===== src/rtl/sram_port_ctrl_if.sv =====
// ----------------------------------------------------------------------------
// sram_port_ctrl_if
//   Command / response channel between core logic and one sram_port_ctrl.
//
//   Command channel (master -> slave, valid/ready):
//     cmd_valid, cmd_we, cmd_addr, cmd_wdata, cmd_wmask   master drives
//     cmd_ready                                            slave drives
//   Response channel (slave -> master, valid/ready, reads only):
//     rsp_valid, rsp_rdata                                 slave drives
//     rsp_ready                                            master drives
//
//   Modports:
//     master - core-side requester
//     slave  - the SRAM port controller
// ----------------------------------------------------------------------------
interface sram_port_ctrl_if #(
  parameter int ADDR_WIDTH = 9,
  parameter int DATA_WIDTH = 8
);

  logic                  cmd_valid;
  logic                  cmd_ready;
  logic                  cmd_we;
  logic [ADDR_WIDTH-1:0] cmd_addr;
  logic [DATA_WIDTH-1:0] cmd_wdata;
  logic [DATA_WIDTH-1:0] cmd_wmask;
  logic                  rsp_valid;
  logic                  rsp_ready;
  logic [DATA_WIDTH-1:0] rsp_rdata;

  modport master (
    output cmd_valid,
    output cmd_we,
    output cmd_addr,
    output cmd_wdata,
    output cmd_wmask,
    output rsp_ready,
    input  cmd_ready,
    input  rsp_valid,
    input  rsp_rdata
  );

  modport slave (
    input  cmd_valid,
    input  cmd_we,
    input  cmd_addr,
    input  cmd_wdata,
    input  cmd_wmask,
    input  rsp_ready,
    output cmd_ready,
    output rsp_valid,
    output rsp_rdata
  );

endinterface : sram_port_ctrl_if


===== src/rtl/sram_port_ctrl.sv =====
// ----------------------------------------------------------------------------
// sram_port_ctrl
//   Responder-side controller for one gf180mcu_fd_ip_sram__sram512x8m8wm1
//   macro. Accepts read/write commands on a valid/ready channel, drives the
//   macro's active-low control pins in the cycle a command is accepted, and
//   returns read data through a 3-entry in-order response FIFO.
//
//   Ports:
//     clk        clock, also the macro CLK
//     rst_n      asynchronous active-low reset
//     bus        sram_port_ctrl_if.slave (cmd_* in, cmd_ready out,
//                rsp_valid/rsp_rdata out, rsp_ready in)
//     init_done  controller is accepting commands
//     sram_cen   macro CEN  (active-low chip enable)
//     sram_gwen  macro GWEN (active-low global write enable)
//     sram_wen   macro WEN  (per-bit active-low write enable)
//     sram_a     macro address
//     sram_d     macro write data
//     sram_q     macro read data, valid after the edge that captured a read
//
//   Optional feature (compile-time macro SRAM_INIT_CLEAR_EN):
//     When defined, the controller comes out of reset in an INIT state and
//     writes zero to every word of the macro, one word per cycle, before it
//     raises init_done and starts accepting commands. When undefined, the
//     controller is ready straight out of reset and macro contents are
//     undefined until written.
//
//   Flow control: a read is only accepted while the buffered responses plus
//   the read currently inside the macro stay below the FIFO depth, so the
//   FIFO can never overflow. The ready decision uses registered state and
//   cmd_we only; rsp_ready never reaches cmd_ready combinationally.
// ----------------------------------------------------------------------------
module sram_port_ctrl #(
  parameter int ADDR_WIDTH = 9,
  parameter int DATA_WIDTH = 8
) (
  input  logic                  clk,
  input  logic                  rst_n,
  sram_port_ctrl_if.slave       bus,
  output logic                  init_done,
  output logic                  sram_cen,
  output logic                  sram_gwen,
  output logic [DATA_WIDTH-1:0] sram_wen,
  output logic [ADDR_WIDTH-1:0] sram_a,
  output logic [DATA_WIDTH-1:0] sram_d,
  input  logic [DATA_WIDTH-1:0] sram_q
);

  // Response FIFO holds three words; pointers wrap 0 -> 1 -> 2 -> 0.
  localparam logic [1:0] FIFO_LAST  = 2'd2;
  localparam logic [2:0] CREDIT_MAX = 3'd3;

  // Next FIFO pointer with wrap at the last slot.
  function automatic logic [1:0] ptr_inc(input logic [1:0] ptr);
    logic [1:0] nxt;
    if (ptr == FIFO_LAST) begin
      nxt = 2'd0;
    end else begin
      nxt = ptr + 2'd1;
    end
    return nxt;
  endfunction

  // --------------------------------------------------------------------------
  // State
  // --------------------------------------------------------------------------
  logic [DATA_WIDTH-1:0] fifo_mem_r [0:2];
  logic [1:0]            wr_ptr_r;
  logic [1:0]            rd_ptr_r;
  logic [1:0]            fifo_count_r;
  logic                  rd_inflight_r;

  logic [2:0]            credit_s;
  logic                  cmd_ready_s;
  logic                  cmd_fire_s;
  logic                  rd_fire_s;
  logic                  push_s;
  logic                  pop_s;
  logic                  init_active_s;
  logic [ADDR_WIDTH-1:0] init_addr_s;

`ifdef SRAM_INIT_CLEAR_EN
  // --------------------------------------------------------------------------
  // Power-on clear: walk every address once, writing zero, then run.
  // --------------------------------------------------------------------------
  typedef enum logic {
    ST_INIT = 1'b0,
    ST_RUN  = 1'b1
  } state_t;

  localparam logic [ADDR_WIDTH-1:0] INIT_LAST = {ADDR_WIDTH{1'b1}};
  localparam logic [ADDR_WIDTH-1:0] INIT_STEP = {{(ADDR_WIDTH-1){1'b0}}, 1'b1};

  state_t                state_r;
  logic [ADDR_WIDTH-1:0] init_cnt_r;
  logic                  init_done_r;

  // Clear sequencer FSM; reset during INIT restarts from address 0.
  always_ff @(posedge clk or negedge rst_n) begin
    if (!rst_n) begin
      state_r     <= ST_INIT;
      init_cnt_r  <= {ADDR_WIDTH{1'b0}};
      init_done_r <= 1'b0;
    end else begin
      case (state_r)
        ST_INIT: begin
          if (init_cnt_r == INIT_LAST) begin
            state_r     <= ST_RUN;
            init_done_r <= 1'b1;
          end else begin
            init_cnt_r  <= init_cnt_r + INIT_STEP;
          end
        end
        ST_RUN: begin
          init_done_r <= 1'b1;
        end
        default: begin
          state_r     <= ST_INIT;
          init_cnt_r  <= {ADDR_WIDTH{1'b0}};
          init_done_r <= 1'b0;
        end
      endcase
    end
  end

  assign init_done     = init_done_r;
  assign init_active_s = (state_r == ST_INIT);
  assign init_addr_s   = init_cnt_r;
`else
  // No clear pass: ready from the first cycle after reset.
  assign init_done     = 1'b1;
  assign init_active_s = 1'b0;
  assign init_addr_s   = {ADDR_WIDTH{1'b0}};
`endif

  // --------------------------------------------------------------------------
  // Command handshake
  // --------------------------------------------------------------------------

  // Credit check and handshake strobes; writes never need a credit.
  always_comb begin
    credit_s = {1'b0, fifo_count_r} + {2'b00, rd_inflight_r};
    if (!init_done) begin
      cmd_ready_s = 1'b0;
    end else if (bus.cmd_we) begin
      cmd_ready_s = 1'b1;
    end else begin
      cmd_ready_s = (credit_s < CREDIT_MAX);
    end
    cmd_fire_s = bus.cmd_valid && cmd_ready_s;
    rd_fire_s  = cmd_fire_s && !bus.cmd_we;
    // The macro output is valid one edge after the read was captured.
    push_s     = rd_inflight_r;
    pop_s      = (fifo_count_r != 2'd0) && bus.rsp_ready;
  end

  assign bus.cmd_ready = cmd_ready_s;

  // --------------------------------------------------------------------------
  // Macro pins: driven combinationally in the cycle of the accepted command
  // so the macro captures it on the same edge that completes the handshake.
  // --------------------------------------------------------------------------

  // Macro pin mux: clear pass, accepted command, or idle.
  always_comb begin
    sram_cen  = 1'b1;
    sram_gwen = 1'b1;
    sram_wen  = {DATA_WIDTH{1'b1}};
    sram_a    = {ADDR_WIDTH{1'b0}};
    sram_d    = {DATA_WIDTH{1'b0}};
    if (init_active_s) begin
      sram_cen  = 1'b0;
      sram_gwen = 1'b0;
      sram_wen  = {DATA_WIDTH{1'b0}};
      sram_a    = init_addr_s;
      sram_d    = {DATA_WIDTH{1'b0}};
    end else if (cmd_fire_s) begin
      sram_cen = 1'b0;
      sram_a   = bus.cmd_addr;
      if (bus.cmd_we) begin
        sram_gwen = 1'b0;
        sram_wen  = ~bus.cmd_wmask;
        sram_d    = bus.cmd_wdata;
      end else begin
        sram_gwen = 1'b1;
        sram_wen  = {DATA_WIDTH{1'b1}};
        sram_d    = {DATA_WIDTH{1'b0}};
      end
    end else begin
      sram_cen = 1'b1;
    end
  end

  // --------------------------------------------------------------------------
  // Read pipeline and response FIFO
  // --------------------------------------------------------------------------

  // Marks a read whose data appears on sram_q after the next edge.
  always_ff @(posedge clk or negedge rst_n) begin
    if (!rst_n) begin
      rd_inflight_r <= 1'b0;
    end else begin
      rd_inflight_r <= rd_fire_s;
    end
  end

  // Response FIFO storage and pointers; simultaneous push and pop both land.
  always_ff @(posedge clk or negedge rst_n) begin
    if (!rst_n) begin
      wr_ptr_r <= 2'd0;
      rd_ptr_r <= 2'd0;
      for (int i = 0; i < 3; i++) begin
        fifo_mem_r[i] <= {DATA_WIDTH{1'b0}};
      end
    end else begin
      if (push_s) begin
        fifo_mem_r[wr_ptr_r] <= sram_q;
        wr_ptr_r             <= ptr_inc(wr_ptr_r);
      end
      if (pop_s) begin
        rd_ptr_r <= ptr_inc(rd_ptr_r);
      end
    end
  end

  // FIFO occupancy; the credit rule keeps it at or below three.
  always_ff @(posedge clk or negedge rst_n) begin
    if (!rst_n) begin
      fifo_count_r <= 2'd0;
    end else begin
      case ({push_s, pop_s})
        2'b10:   fifo_count_r <= fifo_count_r + 2'd1;
        2'b01:   fifo_count_r <= fifo_count_r - 2'd1;
        default: fifo_count_r <= fifo_count_r;
      endcase
    end
  end

  assign bus.rsp_valid = (fifo_count_r != 2'd0);
  assign bus.rsp_rdata = fifo_mem_r[rd_ptr_r];

endmodule : sram_port_ctrl

===== src/flat_wrapper.sv =====
// flat-port wrapper written by rule: the top's interface ports become plain ports
module sram_port_ctrl_flat 
#(
  parameter int ADDR_WIDTH = 9,
  parameter int DATA_WIDTH = 8
)
  (clk, rst_n, init_done, sram_cen, sram_gwen, sram_wen, sram_a, sram_d, sram_q, bus_cmd_valid, bus_cmd_we, bus_cmd_addr, bus_cmd_wdata, bus_cmd_wmask, bus_rsp_ready, bus_cmd_ready, bus_rsp_valid, bus_rsp_rdata);
  sram_port_ctrl_if #(.ADDR_WIDTH(ADDR_WIDTH), .DATA_WIDTH(DATA_WIDTH)) bus_i ();
  input  logic clk;
  input  logic rst_n;
  output logic init_done;
  output logic sram_cen;
  output logic sram_gwen;
  output logic [DATA_WIDTH-1:0] sram_wen;
  output logic [ADDR_WIDTH-1:0] sram_a;
  output logic [DATA_WIDTH-1:0] sram_d;
  input  logic [DATA_WIDTH-1:0] sram_q;
  input wire logic [$bits(bus_i.cmd_valid)-1:0] bus_cmd_valid;
  input wire logic [$bits(bus_i.cmd_we)-1:0] bus_cmd_we;
  input wire logic [$bits(bus_i.cmd_addr)-1:0] bus_cmd_addr;
  input wire logic [$bits(bus_i.cmd_wdata)-1:0] bus_cmd_wdata;
  input wire logic [$bits(bus_i.cmd_wmask)-1:0] bus_cmd_wmask;
  input wire logic [$bits(bus_i.rsp_ready)-1:0] bus_rsp_ready;
  output wire logic [$bits(bus_i.cmd_ready)-1:0] bus_cmd_ready;
  output wire logic [$bits(bus_i.rsp_valid)-1:0] bus_rsp_valid;
  output wire logic [$bits(bus_i.rsp_rdata)-1:0] bus_rsp_rdata;
  assign bus_i.cmd_valid = bus_cmd_valid;
  assign bus_i.cmd_we = bus_cmd_we;
  assign bus_i.cmd_addr = bus_cmd_addr;
  assign bus_i.cmd_wdata = bus_cmd_wdata;
  assign bus_i.cmd_wmask = bus_cmd_wmask;
  assign bus_i.rsp_ready = bus_rsp_ready;
  assign bus_cmd_ready = bus_i.cmd_ready;
  assign bus_rsp_valid = bus_i.rsp_valid;
  assign bus_rsp_rdata = bus_i.rsp_rdata;
  sram_port_ctrl #(.ADDR_WIDTH(ADDR_WIDTH), .DATA_WIDTH(DATA_WIDTH)) u_core (.clk(clk), .rst_n(rst_n), .bus(bus_i), .init_done(init_done), .sram_cen(sram_cen), .sram_gwen(sram_gwen), .sram_wen(sram_wen), .sram_a(sram_a), .sram_d(sram_d), .sram_q(sram_q));
endmodule

===== config.mk =====
export PLATFORM = sky130hd
export DESIGN_NAME = sram_port_ctrl_flat
export DESIGN_NICKNAME = d
export VERILOG_FILES = /design/src/rtl/sram_port_ctrl_if.sv /design/src/rtl/sram_port_ctrl.sv /design/src/flat_wrapper.sv
export SDC_FILE = /design/constraint.sdc
export NUM_CORES = 1
export LEC_CHECK = 0
export ABC_AREA = 1
export ABC_CLOCK_PERIOD_IN_PS = 1300
export BUFFER_PORTS_ARGS = -buffer_cell sky130_fd_sc_hd__buf_4
export CAP_MARGIN = 20
export CELL_PAD_IN_SITES_DETAIL_PLACEMENT = 0
export CELL_PAD_IN_SITES_GLOBAL_PLACEMENT = 1
export CORE_MARGIN = 5
export CORE_UTILIZATION = 28
export DETAILED_ROUTE_END_ITERATION = 16
export PLACE_DENSITY = 0.78
export SLEW_MARGIN = 0
export SYNTH_ARGS = -nofsm -noshare
export SYNTH_HDL_FRONTEND = slang
export SYNTH_SLANG_ARGS = --single-unit
export TNS_END_PERCENT = 10

===== constraint.sdc =====
create_clock -name clk -period 1.3 [get_ports clk]
set_input_delay 0.065 -clock clk [delete_from_list [all_inputs] [get_ports clk]]
set_output_delay 0.065 -clock clk [all_outputs]
set_load 0.05 [all_outputs]

==> flow_metrics.env <==
export IMPL_tns_ns=-5.052
export IMPL_synth_edf_count=0
export IMPL_holdPathEnd="u_core.fifo_mem_r[19]"
export IMPL_grt_pass1_wl_um=7417
export IMPL_synth_compound_area_share_pct=8.293
export IMPL_grt_max_degree=32
export IMPL_power_density_nw_per_um2=2454
export IMPL_setup_slack_ns=-0.3961
export IMPL_drc=0
export IMPL_cts_htree_levels=2
export IMPL_pin_count=76
export IMPL_syn_inst=212
export IMPL_holdCritStartpoint="sram_q[3]"
export IMPL_synth_avg_cell_area_um2=7.401
export IMPL_worst_r2r_endpoint="u_core.push_s"
export IMPL_crit_fanout=5
export IMPL_synthTopCellsByArea="dfrtp_1, nand2_1, inv_1"
export IMPL_clock_sinks=31
export IMPL_rows=27
export IMPL_start_kind="flop"
export IMPL_final_net_count=344
export IMPL_setup_viol=22
export IMPL_synth_area_mux_share_pct=0
export IMPL_avgViaCountPerCell=4.184
export IMPL_status="finished with violations"
export IMPL_gr_usage_met2_pct=23.27
export IMPL_vdd_ir_drop_worst_mv=1.102
export IMPL_post_route_period_util_pct=130.5
export IMPL_min_path_type="input pin to flop"
export IMPL_yosys_area_top_type="dfrtp_1"
export IMPL_syn_nets=253
export IMPL_cp_required_ns=1.24
export IMPL_postRouteAntennaNets=0
export IMPL_fillerInstances=553
export IMPL_wl_per_cell_um=11.56
export IMPL_ys_top_cells_by_count="nand2_1, inv_1, dfrtp_1, nor2_1, o21ai_1"
export IMPL_synth_fa_ha_area_share_pct=2.392
export IMPL_core_um2=5473
export IMPL_cp_arrival_ns=1.63
export IMPL_numPortBuffers=74
export IMPL_top_usage_layer="met2"
export IMPL_ys_warn_count=0
export IMPL_dominantRegCellSynth="dfrtp_1"
export IMPL_maxCapViolCount=0
export IMPL_worst_r2r_path_depth=8
export IMPL_die_h_um=84.86
export IMPL_yosys_area_share_simple_pct=27.91
export IMPL_drive_above_1_share_pct=42.43
export IMPL_clock_root_buffer="clkbuf_8"
export IMPL_r2r_setup_slack_ns=-0.10
export IMPL_design_area_um2=2744
export IMPL_crit_type="flop to output pin"
export IMPL_synth_ff_latch_count=31
export IMPL_syn2layout_area_growth_pct=74.88
export IMPL_place_congestion=0.7230
export IMPL_yosysMostFrequentCell="nand2_1"
export IMPL_cts_tree="built"
export IMPL_dpl_instance_area_um2=2412
export IMPL_period_needed_ns=1.696
export IMPL_start_util_pct=28.67
export IMPL_rsz0062_at_grt="yes"
export IMPL_syn_area_um2=1569
export IMPL_synth_top_family_by_area="simple AND/OR/NAND/NOR gates"
export IMPL_max_freq_ghz=0.5896
export IMPL_antenna_found_initial=0
export IMPL_fp_dieArea_um2=7200
export IMPL_diodes=0
export IMPL_overflow=0
export IMPL_drt_iter0_drc=63
export IMPL_yosys_area_top_type_share_pct=49.44
export IMPL_violations="negative setup slack"
export IMPL_p_leak_uw=0.001455
export IMPL_drt_wl_total_um=4345
export IMPL_grt_met3_usage_pct=3.204
export IMPL_vias=1573
export IMPL_cts_buffers=5
export IMPL_clockBufferDepth=2
export IMPL_grt_use_met1_pct=13.85
export IMPL_synth_xor_xnor_area_share_pct=0.5582
export IMPL_synth_distinct_cells=16
export IMPL_fin_worst_skew_ns=0.002395
export IMPL_firstDrtPassIters=4
export IMPL_grt_pass1_vias=1683
export IMPL_worstHoldPathCells=3
export IMPL_clk_latency_ns=0.27
export IMPL_globalRouteTotalUtil_pct=12.57
export IMPL_clkTransAtPathRegs_ns=0.06
export IMPL_r2r_start="u_core.push_s"
export IMPL_finalPower_uw=6734
export IMPL_yosysSeqAreaShare_pct=49.44
export IMPL_ys_async_sr_fraction_pct=100.0
export IMPL_die_w_um=84.86
export IMPL_endpoint_kind="output pin"
export IMPL_detailed_place_hpwl_um=3180
export IMPL_finalHoldViolCount=0
export IMPL_slew_violations=0
-- power breakdown --
part / internal (uW) / leakage [uW] / switching [uW]
combinational: 1640 / 0.00102 / 2410
clock: 619 / 0.0000612 / 340
sequential: 1440 / 0.000377 / 290
-- worst max-delay path, cell delays in order, from the launching register on --
cell     delay (ns)
dfrtp_2        0.43
ha_4           0.17
ha_4           0.26
nand2_4        0.04
nand2_4        0.07
nand2_8        0.07
nand2_8        0.12
nor2_4         0.04
buf_6          0.14
-- registers in the layout, indices dropped and copies added, names as in the netlist --
signal,count
u_core.rd_ptr_r,2
u_core.push_s,1
u_core.fifo_mem_r,24
u_core.fifo_count_r,2
u_core.wr_ptr_r,2
-- layer usage --
| metal | vias to the layer above | routed length [um] |
|---|---|---|
| met3 | 5 | 182 |
| met2 | 37 | 2357 |
| met1 | 710 | 1765 |
| met4 | 0 | 38 |
| li1 | 821 | - |
| met5 | - | 0 |
-- layout make-up --
type                    instances  area, um2  area share (%)
well taps                      72      90.09           3.283
inverters                      39      146.4           5.335
clock buffers                   6      82.58           3.010
flip-flops and latches         31      778.2           28.36
repair buffers                 87      775.7           28.27
clock inverters                 2      35.03           1.277
multi-input cells             139      835.8           30.46
-- per-stage QoR --
step | hold WS, ns | setup slack [ns] | utilization [%] | std cells
floorplan | -0.2306 | -0.3437 | - | 212
global placement | 0.02291 | -0.2182 | 44.08 | 365
detailed placement | 0.02371 | -0.2469 | 44.08 | 365
CTS | 0.05387 | -0.4146 | 49.41 | 376
global route | 0.07337 | -0.4471 | 50.14 | 376
finish | 0.06211 | -0.3961 | 50.14 | 376
-- placed cells by master, fill, tap and decap left out, types with 2 or more instances in the layout --
cell      synthesis  routed
nand2_1          73      67
buf_4             1      64
inv_1            39      36
dfrtp_1          31      29
o21ai_1          16      16
buf_6             1      12
o21ai_0          10      10
buf_8             0      10
nor2_1           19       9
nor2_4            0       9
nand3_2           3       8
clkbuf_8          0       6
nand3_1          10       4
inv_2             0       3
nand2_8           0       3
ha_4              0       3
nor2_2            1       2
nand2_2           0       2
nand2_4           0       2
dfrtp_2           0       2
-- logic make-up after synthesis --
| logic type | count (synthesis) |
|---|---|
| AO/OA/AOI/OAI | 26 |
| XOR/XNOR | 1 |
| adder cells (fa/ha/maj) | 3 |
| buffers and inverters | 43 |
| flip-flops | 31 |
| other | 1 |
| AND/OR/NAND/NOR | 107 |
-- worst max-delay path by stage --
stage | startpoint | to | slack (ns) | depth (start not counted)
after floorplan | u_core.push_s | sram_a[0] | -0.34 | 7
after global placement | u_core.fifo_count_r[0] | sram_a[0] | -0.22 | 8
after detailed placement | u_core.fifo_count_r[0] | sram_a[0] | -0.25 | 8
after CTS | u_core.push_s | sram_a[3] | -0.41 | 8
after global routing | u_core.push_s | sram_a[2] | -0.45 | 8
final | u_core.push_s | sram_a[8] | -0.40 | 8
-- repair_timing --
| action | CTS | global route |
|---|---|---|
| endpoints found under the hold margin | 31 | 0 |
| setup buffers | 1 | 0 |
| pin swaps | 8 | 0 |
| cloned | 1 | 0 |
| hold buffers | 1 | 0 |
| gates resized for setup | 37 | 10 |
| setup endpoints to repair | 22 | 28 |
Note: power is estimated with default switching activity, not from simulation.
